[config.mk]
export PLATFORM = sky130hd
export DESIGN_NAME = divider_sequencer
export DESIGN_NICKNAME = d
export VERILOG_FILES = /design/src/rtl/divider_sequencer.sv
export SDC_FILE = /design/constraint.sdc
export NUM_CORES = 1
export LEC_CHECK = 0
export CORE_UTILIZATION = 30
export DETAILED_ROUTE_END_ITERATION = 10
export DONT_BUFFER_PORTS = 1
export GPL_ROUTABILITY_DRIVEN = 1
export PLACE_DENSITY = 0.48
export SETUP_SLACK_MARGIN = 0.3
export SLEW_MARGIN = 20
export SYNTH_ARGS = -nofsm -noshare
export SYNTH_HDL_FRONTEND = slang
export SYNTH_SLANG_ARGS = --single-unit
[constraint.sdc]
create_clock -name clk -period 2.23 [get_ports clk]
set_clock_uncertainty 0.2 [all_clocks]
set_input_delay 0.446 -clock clk [delete_from_list [all_inputs] [get_ports clk]]
set_output_delay 0.446 -clock clk [all_outputs]
set_load 0.05 [all_outputs]
[src/rtl/divider_sequencer.sv]
// ---------------------------------------------------------------------------
// divider_sequencer
//
// Drives one 8-bit 74191-style up/down counter-divider through a small
// table of (divide value, direction, repeat count) entries.  Each entry is
// played as: load the counter, enable it, count terminal-count pulses until
// the entry's repeat count is reached, then advance.  The result is a
// variable-frequency pulse schedule produced by a single divider instance.
//
// Ports
//   clk          system clock, rising edge
//   rst          synchronous reset, active-low
//   cfg_we       table write strobe (ignored while busy)
//   cfg_addr     table entry index
//   cfg_div      divide/load value for the entry (0 = skip the entry)
//   cfg_dir      entry DownUp value (0 = up, 1 = down)
//   cfg_rep      terminal-count events per entry (0 behaves as 1)
//   last_step    index of the final entry played (sampled live)
//   loop         1 = restart at entry 0 after last_step (sampled live)
//   start        begin a sequence (level, sampled in IDLE only)
//   abort        return to IDLE on the next edge, highest priority
//   cnt_tc       counter terminal-count pulse
//   cnt_data     load value to the counter
//   cnt_load_n   counter load, active-low
//   cnt_en_n     counter enable (GN), active-low
//   cnt_down_up  counter direction
//   step_idx     entry currently played
//   tick         one-cycle pulse per accepted cnt_tc
//   busy         sequence in progress
//   done         one-cycle completion pulse
//   dbg_state    current FSM state (IDLE=0 LOAD=1 RUN=2 NEXT=3 DONE=4)
//
// Handshake: there is no valid/ready pair here.  cfg_we is a single-cycle
// write qualified by busy=0; start is a level accepted only in IDLE; cnt_tc
// is a single-cycle pulse accepted only in RUN.  Every output is a flop.
// ---------------------------------------------------------------------------
module divider_sequencer #(
    parameter int WIDTH   = 8,
    parameter int DEPTH_W = 2,
    parameter int REP_W   = 4
) (
    input  logic               clk,
    input  logic               rst,
    input  logic               cfg_we,
    input  logic [DEPTH_W-1:0] cfg_addr,
    input  logic [WIDTH-1:0]   cfg_div,
    input  logic               cfg_dir,
    input  logic [REP_W-1:0]   cfg_rep,
    input  logic [DEPTH_W-1:0] last_step,
    input  logic               loop,
    input  logic               start,
    input  logic               abort,
    input  logic               cnt_tc,
    output logic [WIDTH-1:0]   cnt_data,
    output logic               cnt_load_n,
    output logic               cnt_en_n,
    output logic               cnt_down_up,
    output logic [DEPTH_W-1:0] step_idx,
    output logic               tick,
    output logic               busy,
    output logic               done,
    output logic [2:0]         dbg_state
);

    localparam int DEPTH = 1 << DEPTH_W;

    localparam logic [DEPTH_W-1:0] STEP_ZERO = '0;
    localparam logic [DEPTH_W-1:0] STEP_ONE  = {{(DEPTH_W-1){1'b0}}, 1'b1};
    localparam logic [REP_W-1:0]   REP_ZERO  = '0;
    localparam logic [REP_W-1:0]   REP_ONE   = {{(REP_W-1){1'b0}}, 1'b1};
    localparam logic [WIDTH-1:0]   DIV_ZERO  = '0;

    typedef enum logic [2:0] {
        S_IDLE = 3'd0,
        S_LOAD = 3'd1,
        S_RUN  = 3'd2,
        S_NEXT = 3'd3,
        S_DONE = 3'd4
    } state_t;

    state_t state;

    // Entry table
    logic [WIDTH-1:0] div_tbl [DEPTH];
    logic             dir_tbl [DEPTH];
    logic [REP_W-1:0] rep_tbl [DEPTH];

    // Terminal-count events accepted for the current entry
    logic [REP_W-1:0] rep_cnt;

    // Combinational helpers
    logic [WIDTH-1:0]   cur_div;
    logic [REP_W-1:0]   rep_target;
    logic [REP_W-1:0]   rep_cnt_inc;
    logic [DEPTH_W-1:0] nxt_step;
    logic [WIDTH-1:0]   nxt_div;
    logic               nxt_dir;
    logic               advance;

    // ------------------------------------------------------------------
    // Table storage.  Writes are locked out for the whole sequence so the
    // entry being played can never change underneath the FSM.
    // ------------------------------------------------------------------
    always_ff @(posedge clk) begin
        if (!rst) begin
            for (int i = 0; i < DEPTH; i++) begin
                div_tbl[i] <= DIV_ZERO;
                dir_tbl[i] <= 1'b0;
                rep_tbl[i] <= REP_ZERO;
            end
        end else if (cfg_we && !busy) begin
            div_tbl[cfg_addr] <= cfg_div;
            dir_tbl[cfg_addr] <= cfg_dir;
            rep_tbl[cfg_addr] <= cfg_rep;
        end
    end

    // ------------------------------------------------------------------
    // Next-entry selection and per-entry targets
    // ------------------------------------------------------------------
    always_comb begin
        cur_div     = div_tbl[step_idx];
        // A repeat count of zero would never terminate; play it once.
        rep_target  = (rep_tbl[step_idx] == REP_ZERO) ? REP_ONE : rep_tbl[step_idx];
        rep_cnt_inc = rep_cnt + REP_ONE;

        // Leaving NEXT for another LOAD happens either by stepping forward
        // or by wrapping to entry 0 when looping at the final entry.
        advance  = (step_idx != last_step) || loop;
        nxt_step = (step_idx != last_step) ? (step_idx + STEP_ONE) : STEP_ZERO;
        nxt_div  = div_tbl[nxt_step];
        nxt_dir  = dir_tbl[nxt_step];
    end

    // ------------------------------------------------------------------
    // Sequencer FSM.  Outputs are assigned together with the transition
    // into the state they belong to, so they are valid for the whole
    // cycle spent in that state.
    // ------------------------------------------------------------------
    always_ff @(posedge clk) begin
        if (!rst) begin
            state       <= S_IDLE;
            cnt_data    <= DIV_ZERO;
            cnt_load_n  <= 1'b1;
            cnt_en_n    <= 1'b1;
            cnt_down_up <= 1'b0;
            step_idx    <= STEP_ZERO;
            rep_cnt     <= REP_ZERO;
            tick        <= 1'b0;
            busy        <= 1'b0;
            done        <= 1'b0;
        end else begin
            // Pulses default low every cycle
            tick <= 1'b0;
            done <= 1'b0;

            if (abort && (state != S_IDLE)) begin
                // Abort wins over start, cnt_tc and any transition; the
                // data/direction lines are left at their last values.
                state      <= S_IDLE;
                cnt_load_n <= 1'b1;
                cnt_en_n   <= 1'b1;
                step_idx   <= STEP_ZERO;
                rep_cnt    <= REP_ZERO;
                busy       <= 1'b0;
            end else begin
                case (state)
                    S_IDLE: begin
                        cnt_en_n   <= 1'b1;
                        cnt_load_n <= 1'b1;
                        if (start) begin
                            state       <= S_LOAD;
                            step_idx    <= STEP_ZERO;
                            rep_cnt     <= REP_ZERO;
                            busy        <= 1'b1;
                            cnt_load_n  <= 1'b0;
                            cnt_data    <= div_tbl[STEP_ZERO];
                            cnt_down_up <= dir_tbl[STEP_ZERO];
                        end
                    end

                    S_LOAD: begin
                        cnt_load_n <= 1'b1;
                        if (cur_div == DIV_ZERO) begin
                            // Empty entry: pass straight through without
                            // ever enabling the counter.
                            state    <= S_NEXT;
                            cnt_en_n <= 1'b1;
                        end else begin
                            state    <= S_RUN;
                            cnt_en_n <= 1'b0;
                        end
                    end

                    S_RUN: begin
                        // The counter reloads itself on terminal count, so
                        // this state only counts the events.
                        if (cnt_tc) begin
                            tick    <= 1'b1;
                            rep_cnt <= rep_cnt_inc;
                            if (rep_cnt_inc == rep_target) begin
                                state    <= S_NEXT;
                                cnt_en_n <= 1'b1;
                            end
                        end
                    end

                    S_NEXT: begin
                        cnt_en_n <= 1'b1;
                        rep_cnt  <= REP_ZERO;
                        if (advance) begin
                            state       <= S_LOAD;
                            step_idx    <= nxt_step;
                            cnt_load_n  <= 1'b0;
                            cnt_data    <= nxt_div;
                            cnt_down_up <= nxt_dir;
                        end else begin
                            state <= S_DONE;
                            done  <= 1'b1;
                        end
                    end

                    S_DONE: begin
                        state <= S_IDLE;
                        busy  <= 1'b0;
                    end

                    default: begin
                        state      <= S_IDLE;
                        cnt_load_n <= 1'b1;
                        cnt_en_n   <= 1'b1;
                        busy       <= 1'b0;
                    end
                endcase
            end
        end
    end

    assign dbg_state = state;

endmodule

==> impl_results.md <==
- Reg-to-reg endpoint: dbg_state[0]
- FFs w/ async S/R, synth: 0
- Max cap viols: 0
- Status: complete, no violations
- Routed WL: 8.84 mm
- Synth warn: 0
- Setup crit end: dbg_state[0]
- DRT Pass-1 Iters: 4
- Total CTS buffers: 9
- Final slew viol count: 0
- Fin nets: 356
- Mux cell area share after synthesis: 0.0341
- GRT overflow: 0
- CP startpoint kind: flip-flop
- Via count: 2440
- Cell row count: 39
- WP buf/inv: 0
- Vias in the first global route: 2355
- Setup TNS: 0 ns
- Share of cells above drive strength 1: 0.214
- Core ar.: 0.0114 mm^2
- Post-route cell area: 0.00434 mm^2
- Initial antenna violation count: 0
- P&R area growth vs syn: 23.0%
- Dpl ws: 0.208 ns
- Avg Cell Area, Syn: 11.3 um^2
- Synth Area in Simple Gates: 0.207
- Die Width: 110 um
- Mapped cell area: 0.00352 mm^2
- Post-Synth XOR/XNOR Area: 0.0249
- CP arrival: 1.99 ns
- Global Route Usage Sum: 0.150
- Antenna cells: 0
- Skew-Pair Late Insertion Delay: 0.34 ns
- Wire per inst: 18.4 um
- Seq/Total Area, Yosys: 0.577
- Unrepaired setup endpoints after global routing: yes
- Critical path type: flip-flop to flip-flop
- Io pins: 43
- Clk Tree Root Cell: clkbuf_16
- DIE HEIGHT: 110 um
- Initial Utilization: 0.309
- Slew headroom: 0.613
- Final Wtd Congestion: 0.780
- F_max: 514 MHz
- Critical path endpoint category: flip-flop
- Post-synth EDFFs: 49
- Final worst slack: 0.286 ns
- DPL Wire Length: 5.95 mm
- Post-synthesis compound-gate area fraction: 0.128
- CTS Buffer Depth: 2
- Drt via density: 5.09
- Largest net degree at the start of global routing: 20
- Post-synthesis cell type count: 46
- Main combinational cell family by area after synthesis: simple AND/OR/NAND/NOR gates
- Drt first-iter violations: 121
- Yosys reg bits: 77
- Grt met3 use: 0.0441
- Final period util: 0.872
- Met1 Use GR: 0.203
- Post-Synthesis Net Count: 337
- Post-Syn Instances: 312
- # clock sinks: 77
- Worst Tran Pin Value: 0.580 ns
- Global-route wire length before repair: 13.2 mm
- Grt met2 use: 0.225
- Clock-pin slew on the worst setup and hold paths: 0.06 ns
- Die area: 0.0122 mm^2
- Worst-path fanout max: 4
- Crit-path max cell delay: 0.52 ns
- TritonCTS clock tree: done
- Worst-path cell chain: mux4_2 -> nor3_2 -> nor2_2 -> xnor2_1 -> a41oi_2 -> nor3_1
- Reg2Reg Depth: 6
- Leakage power: 1.55 nW
- Path type of the worst min-delay path: input port to flip-flop
- Final Total Pwr: 0.00459 W
- Main synth FF type: edfxtp_1
- Worst path slowest cell: mux4_2
- DRC Markers: 0
- Hold buffer count at cts: 0
- Dpl cell area: 0.00378 mm^2
- H-tree depth: 3
- I/O Buffers: 0
- Family with the most delay on the worst path: multiplexers
- Worst IR drop on VDD: 0.000529 V
- Min cycle time layout: 1.94 ns
- # setup viols final: 0
- Post-synthesis adder-cell area fraction: 0.00355
- PwrDens: 1060 mW/mm^2
- Crit path required time: 2.28 ns
- Final hold violations: 0
- Instance count on the critical path: 6
- Commonest cells after routing, fill and taps aside: 49 x and2_1, 49 x edfxtp_1, 23 x nand2_1, 22 x dfxtp_1, 19 x buf_4
- Top Usage Layer GRT: met2
- Remaining antenna violation count: 0
- Worst R2R Setup Slack: 0.29 ns
## worst min path at each step
stage	from	endpoint	slack, ns	depth (start not counted)
after floorplan	dir_tbl[2]	dir_tbl[2]	0.24	2
after global placement	rep_cnt[3]	rep_cnt[3]	0.26	2
after detailed placement	rep_cnt[3]	rep_cnt[3]	0.27	2
after CTS	cfg_dir	dir_tbl[2]	0.02	2
after global routing	cfg_dir	dir_tbl[2]	0.04	2
final	cfg_dir	dir_tbl[2]	0.02	2
## stage by stage
step / instances / hold WS [ns] / utilization
after detailed placement: 455 / 0.267 / 0.331
final: 479 / 0.0205 / 0.380
after global placement: 455 / 0.261 / 0.331
after floorplan: 312 / 0.244 / -
after global routing: 479 / 0.0385 / 0.380
after CTS: 474 / 0.0179 / 0.367
## layer usage
layer	up-vias	wire length (um)
met5	-	0
met4	0	148
met3	11	525
met2	62	4010
met1	1181	4150
li1	1186	-
## area by class of cell
cell class,count,area [um^2]
flip-flops and latches,77,2050
well taps,143,179
clock inverters,7,136
inverters,2,7.51
multi-input cells,220,1570
fillers,1126,7080
repair buffers,21,168
clock buffers,9,225
## cells by family after synthesis
| logic type | Yosys count |
|---|---|
| AO/OA/AOI/OAI | 65 |
| XOR/XNOR | 10 |
| adder cells (fa/ha/maj) | 1 |
| buffers and inverters | 18 |
| flip-flops | 77 |
| multiplexers | 7 |
| AND/OR/NAND/NOR | 134 |
## where the power goes
part	internal [W]	switching, W	total [W]
registers	0.00166	0.000275	0.00194
clock network	0.00120	0.000566	0.00177
logic	0.000364	0.000525	0.000889
total	0.00323	0.00137	0.00459
## cells in the mapped netlist (all sizes together) (2+ instances only)
cell	n	area, um^2
and2	49	307
edfxtp	49	1470
dfxtp	28	561
nand2	24	90.1
nor2	20	77.6
o22ai	17	106
clkbuf	11	41.3
nor3	10	50.1
a211o	9	78.8
a21boi	9	67.6
a21oi	9	45.0
nand2b	8	57.6
o21ai	8	40.0
xnor2	7	61.3
buf	5	40.0
nand3	5	25.0
mux4	4	90.1
nor4	4	25.0
mux2i	3	30.0
nor2b	3	18.8
xor2	3	26.3
a21o	2	15.0
inv	2	7.51
nand3b	2	15.0
nand4	2	12.5
nor3b	2	15.0
o31ai	2	20.0
or3	2	12.5
## state kept, by name, indices dropped and copies added (netlist names), named ones only
register and flops:
cnt_down_up 1, cnt_data 8, step_idx 2, div_tbl 32, cnt_en_n 1, cnt_load_n 1, done 1, dir_tbl 4
busy 1, dbg_state 3, rep_tbl 16, tick 1, rep_cnt 4
## what timing repair did
action	CTS	global route
pin swaps	2	6
buffers inserted	2	2
resized for setup	8	21
gates cloned	1	3
setup endpoints to repair	11	11
(Power assumes the default switching activity.)
